`src/rtl/uart_rx_fifo_if.sv`:
```
// Receive-side bundle between the UART receiver/FIFO and the bridge that
// drains it: serial line in, FIFO head, occupancy and sticky error flags out.
interface uart_rx_fifo_if #(
    parameter int FIFO_DEPTH = 8
);
    logic                          rx;
    logic                          pop;
    logic                          clear_err;
    logic [7:0]                    rx_data;
    logic                          ready;
    logic [$clog2(FIFO_DEPTH):0]   count;
    logic                          overrun;
    logic                          frame_err;

    modport slave (
        input  rx, pop, clear_err,
        output rx_data, ready, count, overrun, frame_err
    );

    modport master (
        output rx, pop, clear_err,
        input  rx_data, ready, count, overrun, frame_err
    );
endinterface

```
`src/rtl/uart_rx_fifo.sv`:
```
// 8N1 UART receiver (LSB first) feeding a first-word-fall-through FIFO, with
// sticky overrun / framing-error flags for the bridge status word.
module uart_rx_fifo #(
    parameter int CLKS_PER_BIT = 434,
    parameter int FIFO_DEPTH   = 8
) (
    input  logic           clock_50M,
    input  logic           n_rst,
    uart_rx_fifo_if.slave  bus
);
    localparam int AW    = $clog2(FIFO_DEPTH);
    localparam int CW    = AW + 1;
    localparam int CNT_W = $clog2(CLKS_PER_BIT);

    localparam logic [CNT_W-1:0] HALF_END = CNT_W'(CLKS_PER_BIT / 2 - 1);
    localparam logic [CNT_W-1:0] BIT_END  = CNT_W'(CLKS_PER_BIT - 1);
    localparam logic [CW-1:0]    FULL_CNT = CW'(FIFO_DEPTH);

    typedef enum logic [2:0] {
        S_IDLE,
        S_START,
        S_DATA,
        S_STOP,
        S_BREAK
    } state_t;

    state_t            state;
    state_t            next_state;
    logic              rx_m;
    logic              rx_s;
    logic [CNT_W-1:0]  clk_cnt;
    logic [2:0]        bit_idx;
    logic [7:0]        shreg;
    logic [7:0]        mem [FIFO_DEPTH];
    logic [AW-1:0]     rd_ptr;
    logic [AW-1:0]     wr_ptr;
    logic [CW-1:0]     cnt_q;
    logic              overrun_q;
    logic              frame_err_q;

    logic              tick;
    logic              full;
    logic              pop_ok;
    logic              push;
    logic              drop;
    logic              bad_stop;

    // Sync flops reset high so a line already low at reset release is not a start bit
    always_ff @(posedge clock_50M or negedge n_rst) begin
        if (!n_rst) begin
            rx_m <= 1'b1;
            rx_s <= 1'b1;
        end else begin
            rx_m <= bus.rx;
            rx_s <= rx_m;
        end
    end

    assign tick   = (state == S_START) ? (clk_cnt == HALF_END) : (clk_cnt == BIT_END);
    assign full   = (cnt_q == FULL_CNT);
    assign pop_ok = bus.pop && (cnt_q != '0);

    always_ff @(posedge clock_50M or negedge n_rst) begin
        if (!n_rst) begin
            state <= S_IDLE;
        end else begin
            state <= next_state;
        end
    end

    always_comb begin
        next_state = state;
        unique case (state)
            S_IDLE:  if (!rx_s) next_state = S_START;
            S_START: if (tick) next_state = rx_s ? S_IDLE : S_DATA;
            S_DATA:  if (tick && bit_idx == 3'd7) next_state = S_STOP;
            S_STOP:  if (tick) next_state = rx_s ? S_IDLE : S_BREAK;
            S_BREAK: if (rx_s) next_state = S_IDLE;
            default: next_state = S_IDLE;
        endcase
    end

    always_comb begin
        push     = 1'b0;
        drop     = 1'b0;
        bad_stop = 1'b0;
        if (state == S_STOP && tick) begin
            if (rx_s) begin
                if (!full || bus.pop) push = 1'b1;
                else                  drop = 1'b1;
            end else begin
                bad_stop = 1'b1;
            end
        end
    end

    always_ff @(posedge clock_50M or negedge n_rst) begin
        if (!n_rst) begin
            clk_cnt <= '0;
            bit_idx <= '0;
        end else begin
            clk_cnt <= (state == S_IDLE || tick) ? '0 : clk_cnt + 1'b1;
            if (state == S_START)
                bit_idx <= '0;
            else if (state == S_DATA && tick)
                bit_idx <= bit_idx + 1'b1;
        end
    end

    // Datapath storage carries no reset; the empty-gated read mux hides stale contents
    always_ff @(posedge clock_50M) begin
        if (state == S_DATA && tick)
            shreg <= {rx_s, shreg[7:1]};
        if (push)
            mem[wr_ptr] <= shreg;
    end

    always_ff @(posedge clock_50M or negedge n_rst) begin
        if (!n_rst) begin
            rd_ptr      <= '0;
            wr_ptr      <= '0;
            cnt_q       <= '0;
            overrun_q   <= 1'b0;
            frame_err_q <= 1'b0;
        end else begin
            if (push)   wr_ptr <= wr_ptr + 1'b1;
            if (pop_ok) rd_ptr <= rd_ptr + 1'b1;
            unique case ({push, pop_ok})
                2'b10:   cnt_q <= cnt_q + 1'b1;
                2'b01:   cnt_q <= cnt_q - 1'b1;
                default: cnt_q <= cnt_q;
            endcase
            // A new event in the same cycle as clear_err keeps the flag set
            overrun_q   <= drop     | (overrun_q   & ~bus.clear_err);
            frame_err_q <= bad_stop | (frame_err_q & ~bus.clear_err);
        end
    end

    assign bus.ready     = (cnt_q != '0);
    assign bus.rx_data   = (cnt_q != '0) ? mem[rd_ptr] : 8'h00;
    assign bus.count     = cnt_q;
    assign bus.overrun   = overrun_q;
    assign bus.frame_err = frame_err_q;

endmodule

```
`src/flat_wrapper.sv`:
```
// flat-port wrapper written by rule: the top's interface ports become plain ports
module uart_rx_fifo_flat 
#(
    parameter int CLKS_PER_BIT = 434,
    parameter int FIFO_DEPTH   = 8
)
  (clock_50M, n_rst, bus_rx, bus_pop, bus_clear_err, bus_rx_data, bus_ready, bus_count, bus_overrun, bus_frame_err);
  uart_rx_fifo_if #(.FIFO_DEPTH(FIFO_DEPTH)) bus_i ();
  input  logic clock_50M;
  input  logic n_rst;
  input wire logic [$bits(bus_i.rx)-1:0] bus_rx;
  input wire logic [$bits(bus_i.pop)-1:0] bus_pop;
  input wire logic [$bits(bus_i.clear_err)-1:0] bus_clear_err;
  output wire logic [$bits(bus_i.rx_data)-1:0] bus_rx_data;
  output wire logic [$bits(bus_i.ready)-1:0] bus_ready;
  output wire logic [$bits(bus_i.count)-1:0] bus_count;
  output wire logic [$bits(bus_i.overrun)-1:0] bus_overrun;
  output wire logic [$bits(bus_i.frame_err)-1:0] bus_frame_err;
  assign bus_i.rx = bus_rx;
  assign bus_i.pop = bus_pop;
  assign bus_i.clear_err = bus_clear_err;
  assign bus_rx_data = bus_i.rx_data;
  assign bus_ready = bus_i.ready;
  assign bus_count = bus_i.count;
  assign bus_overrun = bus_i.overrun;
  assign bus_frame_err = bus_i.frame_err;
  uart_rx_fifo #(.CLKS_PER_BIT(CLKS_PER_BIT), .FIFO_DEPTH(FIFO_DEPTH)) u_core (.clock_50M(clock_50M), .n_rst(n_rst), .bus(bus_i));
endmodule
```
`config.mk`:
```
export PLATFORM = sky130hd
export DESIGN_NAME = uart_rx_fifo_flat
export DESIGN_NICKNAME = d
export VERILOG_FILES = /design/src/rtl/uart_rx_fifo_if.sv /design/src/rtl/uart_rx_fifo.sv /design/src/flat_wrapper.sv
export SDC_FILE = /design/constraint.sdc
export NUM_CORES = 1
export LEC_CHECK = 0
export CELL_PAD_IN_SITES_DETAIL_PLACEMENT = 2
export CELL_PAD_IN_SITES_GLOBAL_PLACEMENT = 2
export CORE_MARGIN = 3
export CORE_UTILIZATION = 40
export DETAILED_ROUTE_END_ITERATION = 16
export PLACE_DENSITY = 0.73
export SLEW_MARGIN = 30
export SYNTH_ARGS = -nofsm -noshare
export SYNTH_HDL_FRONTEND = slang
export SYNTH_SLANG_ARGS = --single-unit
```
`constraint.sdc`:
```
create_clock -name clock_50M -period 2.42 [get_ports clock_50M]
set_input_delay 0.363 -clock clock_50M [delete_from_list [all_inputs] [get_ports clock_50M]]
set_output_delay 0.363 -clock clock_50M [all_outputs]
set_load 0.005 [all_outputs]
```
==> results.tsv <==
stage	metric	value	unit
detailed_routing	DR iter-0 viols	84	
cells_and_area	commonest cells after routing, fill and taps aside	edfxtp_1 (72), buf_4 (25), dfrtp_1 (24)	
floorplan	I/O pins	20	
detailed_routing	First-pass DRT Iterations	4	
grt	Tot GR Track Use	0.178	
worst_setup_path	Worst setup SP type	flop	
timing	RSZ-0062 raised after global routing	false	
clocking	CTS max path bufs	2	
worst_setup_path	worst r2r src	u_core.clk_cnt[3]$_DFF_PN0_	
timing	minimum clock period	2310	ps
placement	port bufs	19	
clocking	CTS tree	yes	
timing	final hold violations	0	
grt	largest net degree at the start of global routing	30	
logic_synthesis	Synth Register Bits	101	
min_path	Hold Path Class	reg -> reg	
worst_setup_path	peak fanout along the critical path	9	
worst_setup_path	crit path capture type	output pin	
timing	Final period util	0.954	
worst_setup_path	Worst setup startpoint	u_core.rd_ptr[0]$_DFFE_PN0P_	
detailed_routing	DRT antenna net count	0	
logic_synthesis	sequential share of the synthesized area	0.679	
logic_synthesis	synth warn	0	
pwr	power per cell area	583	nW/um2
grt	vias in the first global route	2682	
grt	initial antenna violation count	0	
run_status	run status	finished, final reports clean	
logic_synthesis	synth unique cells	50	
clocking	root buffer cell	clkbuf_8	
pwr	sw power	0.577	mW
cells_and_area	final-stage net count	320	
detailed_routing	DRC	0	
timing	worst-margin pin slew	439	ps
placement	detailed placement HPWL	6590	um
logic_synthesis	Post-synth EDFFs	72	
worst_setup_path	register-to-register setup slack	130	ps
floorplan	Core Footprint	10300	um2
pwr	P_int	2.35	mW
detailed_routing	vias	2409	
clocking	post-cts hold buffer count	0	
pwr	Worst VDD drop	255	uV
logic_synthesis	syn avg cell area	16.3	um2
cells_and_area	final core area utilization	0.487	
pwr	leakage dissipation	1.82	nW
logic_synthesis	Mapped Cells	262	
timing	final setup fails	0	
floorplan	row count	37	
clocking	clock transition at the registers of the reported paths	100	ps
grt	global-route congestion overflow total	0	
cells_and_area	layout cell share with drive strength beyond 1	0.250	
logic_synthesis	top_reg_cell synth	edfxtp_1	
pwr	clock group share of total power	0.366	
clocking	clk sinks	101	
timing	max-slew violation count	0	
logic_synthesis	ys async rst share	0.287	
timing	Max-slew headroom	0.707	
pwr	Switching Share	0.197	
pwr	power consumption	2.93	mW
grt	first-pass GRT wire length	15400	um
clocking	H-tree levels	3	
cells_and_area	antenna cells	0	
worst_setup_path	CP required	2060	ps
pwr	Reg power frac	0.627	
logic_synthesis	Mapped Area	4260	um2
floorplan	die width	109	um
floorplan	die area	11900	um2
placement	GP Congestion	0.761	
worst_setup_path	reg2reg path depth	10	
cells_and_area	FILL cells	956	
timing	fmax	433	MHz
floorplan	Die Y	109	um
detailed_routing	Vias/cell	5.38	
clocking	Worst-Skew Late Latency	360	ps
detailed_routing	wire length per cell	21.0	um
clocking	total clock buffers created by CTS	9	
worst_setup_path	end of the critical path	bus_rx_data[0]	
detailed_routing	final WL	9430	um
run	max-cap violation count	0	
worst_setup_path	r2r endpoint	u_core.bus.count[2]$_DFFE_PN0P_	
pwr	combinational power share	0.007	
cells_and_area	Area growth, synth to finish	17.9	%
logic_synthesis	Syn Nets	275	
timing	worst-case clock skew	11.5	ps
worst_setup_path	Crit path arrival time	1950	ps
worst_setup_path	CP Class	reg -> out	
floorplan	Initial Utilization	0.413	
cells_and_area	leading cell type in the layout, fill and taps excluded	edfxtp_1	
==> Yosys cell counts, types with 2 or more instances <==
master / instances / share of area
nand2b_1: 2 / 0.0029
mux4_2: 16 / 0.085
nor2_1: 23 / 0.020
clkbuf_1: 5 / 0.0044
nor4_1: 3 / 0.0044
xnor2_1: 6 / 0.012
inv_1: 7 / 0.0062
dfrtp_1: 27 / 0.16
mux2_2: 2 / 0.0053
a21oi_1: 2 / 0.0024
ha_1: 8 / 0.024
nor4b_1: 3 / 0.0062
nand3b_1: 2 / 0.0035
edfxtp_1: 72 / 0.51
mux2i_1: 8 / 0.019
nand2_1: 7 / 0.0062
a211oi_1: 2 / 0.0035
and2_1: 2 / 0.0029
buf_6: 2 / 0.0053
dfstp_2: 2 / 0.012
buf_2: 4 / 0.0047
o311ai_0: 2 / 0.0041
nand3_1: 8 / 0.0094
and3_1: 3 / 0.0044
nor3_1: 6 / 0.0071
xor2_1: 10 / 0.021
and4_1: 2 / 0.0041
nand4_1: 3 / 0.0044
or4bb_1: 2 / 0.0053
==> worst min path at each step <==
stage	startpoint	to	slack, ps	cells after the start
after global routing	u_core.rx_m$_DFF_PN1_	u_core.rx_s$_DFF_PN1_	370	0
final	u_core.rx_m$_DFF_PN1_	u_core.rx_s$_DFF_PN1_	360	0
after floorplan	n_rst	u_core.bit_idx[0]$_DFFE_PN0P_	70	0
after global placement	u_core.rx_m$_DFF_PN1_	u_core.rx_s$_DFF_PN1_	350	0
after CTS	u_core.rx_m$_DFF_PN1_	u_core.rx_s$_DFF_PN1_	360	0
after detailed placement	u_core.rx_m$_DFF_PN1_	u_core.rx_s$_DFF_PN1_	350	0
==> timing repair <==
item	in CTS	in global routing
pin swaps	0	3
endpoints found under the setup margin	9	9
setup buffers	2	0
resized for setup	12	10
cloned	1	0
endpoints found under the hold margin	0	0
==> layer usage <==
| layer | up-vias | wire, um | GRT usage |
|---|---|---|---|
| li1 | 1092 | - | - |
| met1 | 1270 | 4120 | 0.229 |
| met2 | 33 | 4920 | 0.304 |
| met3 | 14 | 202 | 0.0255 |
| met4 | 0 | 192 | 0.0721 |
| met5 | - | 0 | 0 |
==> cell type report <==
cell class                      instances  area, um2  share of cell area
Clock inverter                          4       48.8             0.00971
Clock buffer                           12        145              0.0289
Multi-Input combinational cell        140       1300               0.259
Inverter                                8       30.0             0.00598
Tap cell                              136        170              0.0339
Timing Repair Buffer                   47        433              0.0862
Sequential cell                       101       2890               0.576
==> critical path: stages, from the launching register on <==
cell           delay, ps
dfrtp_2              420
buf_12               160
mux4_2               510
mux2i_1              180
nor2_1                50
dlygate4sd2_1        250
==> sequential cells by signal (all words and copies together) (netlist names), 3 cells and up <==
signal and count:
u_core.mem 64, u_core.bus.count 4, u_core.wr_ptr 3, u_core.shreg 8
u_core.rd_ptr 3, u_core.state 3, u_core.clk_cnt 9, u_core.bit_idx 3
==> power groups by stage <==
stage                     Clock (mW)  Sequential, mW  Combinational, mW
after CTS                       1.11            1.84             0.0215
after floorplan                    0            1.88            0.00198
after detailed placement           0            1.88             0.0215
final                           1.07            1.84             0.0206
after global placement             0            1.88             0.0209
after global routing            1.18            1.84             0.0233
==> kinds of logic (layout without fill, tap and decap cells) <==
logic type      Yosys count  after routing  share of synthesized area
buf+inv                  21             71                     0.0241
flops                   101            101                      0.679
compound gates           17             17                     0.0309
fa+ha+maj                 8              8                     0.0235
mux                      27             27                      0.112
xor+xnor                 16             16                     0.0329
simple gates             72             72                     0.0978
==> through the flow <==
stage	hold WS [ps]	setup WS [ps]	std cells	instance area (um2)	setup TNS [ps]
after CTS	365	0.0633	449	5030	0
after global placement	349	122	430	4780	0
final	362	111	448	5020	0
after global routing	367	0.617	448	5020	0
after detailed placement	347	-82.4	430	4780	-112
after floorplan	67.4	-128	262	4260	-2040
Power figures use the tool's default switching activity.
